**src/rtl/rk_read_sequencer.sv**
```systemverilog
// Round-key read sequencer: waits for the key buffer to hold the needed keys, then issues one
// paced read per round in encrypt (rk0..rkN-1) or decrypt (rkN-1..rk0) order.
module rk_read_sequencer #(
    parameter int unsigned ROUND_NUM       = 32,
    parameter int unsigned ROUND_DELAY     = 4,
    parameter int unsigned ADDR_WIDTH      = 5,
    parameter int unsigned ROUND_CNT_WIDTH = 2
) (
    input  logic                  clk,
    input  logic                  rst_n,
    input  logic                  i_stall,
    input  logic                  i_key_0_ready,
    input  logic                  i_key_ready,
    input  logic                  i_in_valid,
    input  logic                  i_in_dec,
    output logic                  o_in_ready,
    output logic [ADDR_WIDTH-1:0] o_rk_addr,
    output logic                  o_rk_valid,
    output logic [ADDR_WIDTH-1:0] o_round_idx,
    output logic                  o_round_last,
    output logic                  o_busy,
    output logic                  o_done,
    output logic                  o_abort
);

    localparam logic [ADDR_WIDTH-1:0]      LAST_IDX = ADDR_WIDTH'(ROUND_NUM - 1);
    localparam logic [ROUND_CNT_WIDTH-1:0] LAST_CNT = ROUND_CNT_WIDTH'(ROUND_DELAY - 1);

    typedef enum logic [3:0] {
        StIdle    = 4'b0001,
        StWaitKey = 4'b0010,
        StRun     = 4'b0100,
        StDone    = 4'b1000
    } state_e;

    state_e                     r_state,     w_state_nxt;
    logic                       r_mode,      w_mode_nxt;
    logic [ADDR_WIDTH-1:0]      r_round_idx, w_round_idx_nxt;
    logic [ROUND_CNT_WIDTH-1:0] r_round_cnt, w_round_cnt_nxt;
    logic                       r_abort,     w_abort_nxt;
    logic                       r_key_seen,  w_key_seen_nxt;
    logic                       w_key_ok;

    assign w_key_ok = r_mode ? i_key_ready : i_key_0_ready;

    always_ff @(posedge clk or negedge rst_n) begin
        if (!rst_n) begin
            r_state     <= StIdle;
            r_mode      <= 1'b0;
            r_round_idx <= '0;
            r_round_cnt <= '0;
            r_abort     <= 1'b0;
            r_key_seen  <= 1'b0;
        end else begin
            r_state     <= w_state_nxt;
            r_mode      <= w_mode_nxt;
            r_round_idx <= w_round_idx_nxt;
            r_round_cnt <= w_round_cnt_nxt;
            r_abort     <= w_abort_nxt;
            r_key_seen  <= w_key_seen_nxt;
        end
    end

    always_comb begin
        w_state_nxt     = r_state;
        w_mode_nxt      = r_mode;
        w_round_idx_nxt = r_round_idx;
        w_round_cnt_nxt = r_round_cnt;
        w_abort_nxt     = r_abort;
        w_key_seen_nxt  = r_key_seen;

        // Remembers that rk0 was present while waiting, so a later drop is a re-key, not a wait.
        if (r_state == StWaitKey && i_key_0_ready) begin
            w_key_seen_nxt = 1'b1;
        end

        if (!i_stall) begin
            w_abort_nxt = 1'b0;
            unique case (r_state)
                StIdle: begin
                    if (i_in_valid) begin
                        w_mode_nxt     = i_in_dec;
                        w_key_seen_nxt = 1'b0;
                        w_state_nxt    = StWaitKey;
                    end
                end
                StWaitKey: begin
                    if (w_key_ok) begin
                        w_state_nxt     = StRun;
                        w_round_idx_nxt = '0;
                        w_round_cnt_nxt = '0;
                    end else if (!r_mode && r_key_seen && !i_key_0_ready) begin
                        w_abort_nxt = 1'b1;
                        w_state_nxt = StIdle;
                    end
                end
                StRun: begin
                    if (!i_key_0_ready) begin
                        w_abort_nxt     = 1'b1;
                        w_state_nxt     = StIdle;
                        w_round_idx_nxt = '0;
                        w_round_cnt_nxt = '0;
                    end else if (r_round_cnt == LAST_CNT) begin
                        w_round_cnt_nxt = '0;
                        if (r_round_idx == LAST_IDX) begin
                            w_state_nxt     = StDone;
                            w_round_idx_nxt = '0;
                        end else begin
                            w_round_idx_nxt = r_round_idx + ADDR_WIDTH'(1);
                        end
                    end else begin
                        w_round_cnt_nxt = r_round_cnt + ROUND_CNT_WIDTH'(1);
                    end
                end
                StDone: begin
                    w_state_nxt = StIdle;
                end
                default: begin
                    w_state_nxt     = StIdle;
                    w_round_idx_nxt = '0;
                    w_round_cnt_nxt = '0;
                end
            endcase
        end
    end

    always_comb begin
        o_in_ready   = rst_n && (r_state == StIdle) && !i_stall;
        o_rk_valid   = (r_state == StRun) && (r_round_cnt == '0) && !i_stall;
        o_rk_addr    = '0;
        if (r_state == StRun) begin
            o_rk_addr = r_mode ? (LAST_IDX - r_round_idx) : r_round_idx;
        end
        o_round_idx  = r_round_idx;
        o_round_last = (r_state == StRun) && (r_round_idx == LAST_IDX);
        o_busy       = (r_state != StIdle);
        o_done       = (r_state == StDone);
        o_abort      = r_abort;
    end

endmodule
```
**config.mk**
```make
export PLATFORM = sky130hd
export DESIGN_NAME = rk_read_sequencer
export DESIGN_NICKNAME = d
export VERILOG_FILES = /design/src/rtl/rk_read_sequencer.sv
export SDC_FILE = /design/constraint.sdc
export NUM_CORES = 1
export LEC_CHECK = 0
export ABC_AREA = 1
export CORE_MARGIN = 2
export CORE_UTILIZATION = 60
export CTS_BUF_LIST = sky130_fd_sc_hd__clkbuf_4
export CTS_CLUSTER_SIZE = 12
export DETAILED_ROUTE_END_ITERATION = 6
export DONT_BUFFER_PORTS = 1
export PLACE_DENSITY = 0.76
export SYNTH_ARGS = -nofsm -noshare
export SYNTH_HDL_FRONTEND = slang
export SYNTH_SLANG_ARGS = --single-unit
```
**constraint.sdc**
```tcl
create_clock -name clk -period 2.9 [get_ports clk]
set_input_delay 0.58 -clock clk [delete_from_list [all_inputs] [get_ports clk]]
set_output_delay 0.58 -clock clk [all_outputs]
set_load 0.01 [all_outputs]
```
==> run_results.csv <==
group,metric,value,unit
status,status,"completed",
clocking,clock_tree.root_cell,"clkbuf_4",
synthesis,synth_warnings,0,
worst_setup_path,slowest_stage,"dfrtp_1",
floorplanning,die_area,0.00209,mm²
global_routing,grtUsageTotal,24.8,%
timing,finalHoldViolations,0,
final_layout,drive_gt1_share,18.2,%
worst_setup_path,regToRegStartpoint,"o_round_idx[0]",
timing,period_needed,2.19,ns
floorplanning,num_io_pins,23,
power_and_ir_drop,total_power,826,µW
placed_design,dpl_worst_slack,1.04,ns
floorplanning,dieHeight,45.7,µm
placed_design,dp_hpwl,1650,µm
worst_setup_path,critPathRequiredTime,2.32,ns
route,viasPerCell,5.56,
worst_setup_path,crit_family,"flip-flops",
route,dr_wl_met2,1050,µm
synthesis,syn_avg_cell_area,7.25,µm²
route,drc,0,
clocking,cts_setup_buffers,0,
clocking,numCtsBuffers,3,
global_routing,grt_pass1_vias,871,
clocking,clock_sinks,14,
route,drtPass1Iterations,4,
floorplanning,die-width,45.7,µm
timing,min_period_over_period,75.6,%
clocking,cts-htree-levels,1,
final_layout,postLayoutCellArea,0.00109,mm²
worst_setup_path,startpoint,"o_round_idx[0]",
floorplanning,initial_core_util,61.8,%
global_routing,gr-total-overflow,0,
global_routing,grt_start_max_net_pins,14,
synthesis,syn_area,0.00104,mm²
final_layout,antenna_cells,0,
timing,fmax,456,MHz
synthesis,synth.net_count,155,
route,wl_met3,117,µm
worst_setup_path,path_cells,"ha_1, nand2_1, nor2_1, ha_1, inv_1, nor2_1",
final_layout,most-common-layout-cells,"39 x nand2_1, 17 x nor2_1, 17 x nand3_1",
timing,slew_viol_final,0,
min_path,hold_path_class,"in -> async",
synthesis,synth_seq_cells,14,
route,wl_met1,994,µm
worst_setup_path,worstSetupStartpointType,"register",
clocking,clk_pin_slew,0.09,ns
timing,setup_ws,0.706,ns
placed_design,gp_congestion,0.885,
floorplanning,rows,15,
clocking,cts_tree,"done",
timing,max_slew_margin,59.7,%
worst_setup_path,r2r-end,"r_state[3]",
placed_design,placed_area,0.00106,mm²
floorplanning,core-area,0.00169,mm²
power_and_ir_drop,vdd_drop_max,338,µV
synthesis,yosysUniqueCellTypes,26,
final_layout,final_common_cell,"nand2_1",
clocking,postCtsResizedCells,0,
route,drt_iter0_drc,19,
route,vias,917,
route,wl_per_cell,13.3,µm
worst_setup_path,r2r_slack,1.12,ns
route,top_layer_used,"met4",
clocking,ctsHoldBuffers,1,
global_routing,grt_antenna_before_repair,0,
final_layout,areaGrowthSynthToFinish,4.80,%
worst_setup_path,cp-end-kind,"primary output",
timing,setup_tns,0,ns
worst_setup_path,cp.arrival,1.61,ns
final_layout,layout.nets,160,
timing,worst_slew_pin_slew,0.603,ns
worst_setup_path,r2r_cells,11,
route,drt_wl_total,2200,µm
timing,skew,0.00930,ns
power_and_ir_drop,power_density,755,mW/mm²
worst_setup_path,crit_fanout,6,
route,postRouteAntennaNets,0,
worst_setup_path,path_buf_inv,1,
clocking,insertion_delay,0.29,ns
timing,rsz0062_at_grt,"false",
synthesis,seq_area_frac_synth,33.7,%
worst_setup_path,slowest_delay,0.51,ns
worst_setup_path,crit_type,"reg -> out",
run,cap_violations,0,
placed_design,numPortBuffers,0,
clocking,cts_buffer_depth,2,
timing,setup_viol,0,
power_and_ir_drop,p_leak,0.587,nW
final_layout,post-route-util,64.7,%
global_routing,grt_first_pass_wirelength,3670,µm
synthesis,synthCells,144,
==> power breakdown <==
group	internal [mW]	switching, mW
Clock	0.0501	0.0678
Combinational	0.130	0.288
Sequential	0.238	0.0527
==> metal layers <==
metal / up-vias / GRT usage [%]
met2: 28 / 38.9
li1: 461 / -
met3: 5 / 5.56
met5: - / 0
met1: 423 / 32.5
met4: 0 / 11.4
==> how the worst max path moves through the flow <==
stage                   end  slack, ns  cells past startpoint
3_3_place_gp   o_round_last       1.10                      6
3_5_place_dp   o_round_last       1.04                      6
4_1_cts        o_round_last       0.71                      6
2_1_floorplan  o_round_last       1.15                      6
6_report       o_round_last       0.71                      6
5_1_grt        o_round_last       0.58                      6
==> Yosys cell counts <==
| master | number | area [µm²] |
|---|---|---|
| inv_2 | 3 | 11.3 |
| a21oi_4 | 1 | 16.3 |
| xor2_1 | 1 | 8.76 |
| dfstp_2 | 1 | 26.3 |
| o21a_1 | 1 | 7.51 |
| nand2_2 | 4 | 25.0 |
| nor2_4 | 2 | 22.5 |
| dfrtp_1 | 13 | 325 |
| nand3_2 | 1 | 10.0 |
| nand4_1 | 1 | 6.26 |
| o21ai_1 | 1 | 5.00 |
| nand3_1 | 17 | 85.1 |
| a21oi_1 | 3 | 15.0 |
| xnor2_1 | 3 | 26.3 |
| nand3b_1 | 3 | 22.5 |
| o21ai_0 | 1 | 5.00 |
| buf_4 | 1 | 7.51 |
| nor2_2 | 5 | 31.3 |
| inv_4 | 1 | 6.26 |
| nand2_1 | 39 | 146 |
| inv_1 | 15 | 56.3 |
| or2_2 | 2 | 12.5 |
| nor2_1 | 17 | 63.8 |
| ha_1 | 4 | 50.1 |
| nand2_4 | 3 | 33.8 |
| nand3_4 | 1 | 17.5 |
==> metrics by stage <==
step,hold WS (ns),cells
6_report,0.129,165
5_1_grt,0.111,165
4_1_cts,0.120,165
3_5_place_dp,0.285,160
3_3_place_gp,0.285,160
2_1_floorplan,0.284,144
==> layout make-up <==
type	instances	area [µm²]
Clock buffer	3	22.5
Clock inverter	1	3.75
Fill cell	153	596
Inverter	19	73.8
Multi-Input combinational cell	110	611
Sequential cell	14	352
Tap cell	17	21.3
Timing Repair Buffer	1	10.0
==> sequential cells by signal (all words and copies together), names as in the netlist <==
register / count
o_abort: 1
r_mode: 1
o_round_idx: 5
r_state: 4
r_key_seen: 1
r_round_cnt: 2
==> cells by family (layout without fill, tap and decap cells) <==
family / count (synthesis) / after routing / share of synthesized area, %
simple gates: 95 / 95 / 45.7
buf+inv: 20 / 24 / 7.79
flops: 14 / 14 / 33.7
compound gates: 7 / 7 / 4.68
fa+ha+maj: 4 / 4 / 4.80
xor+xnor: 4 / 4 / 3.36
Note: power is estimated with default switching activity, not from simulation.
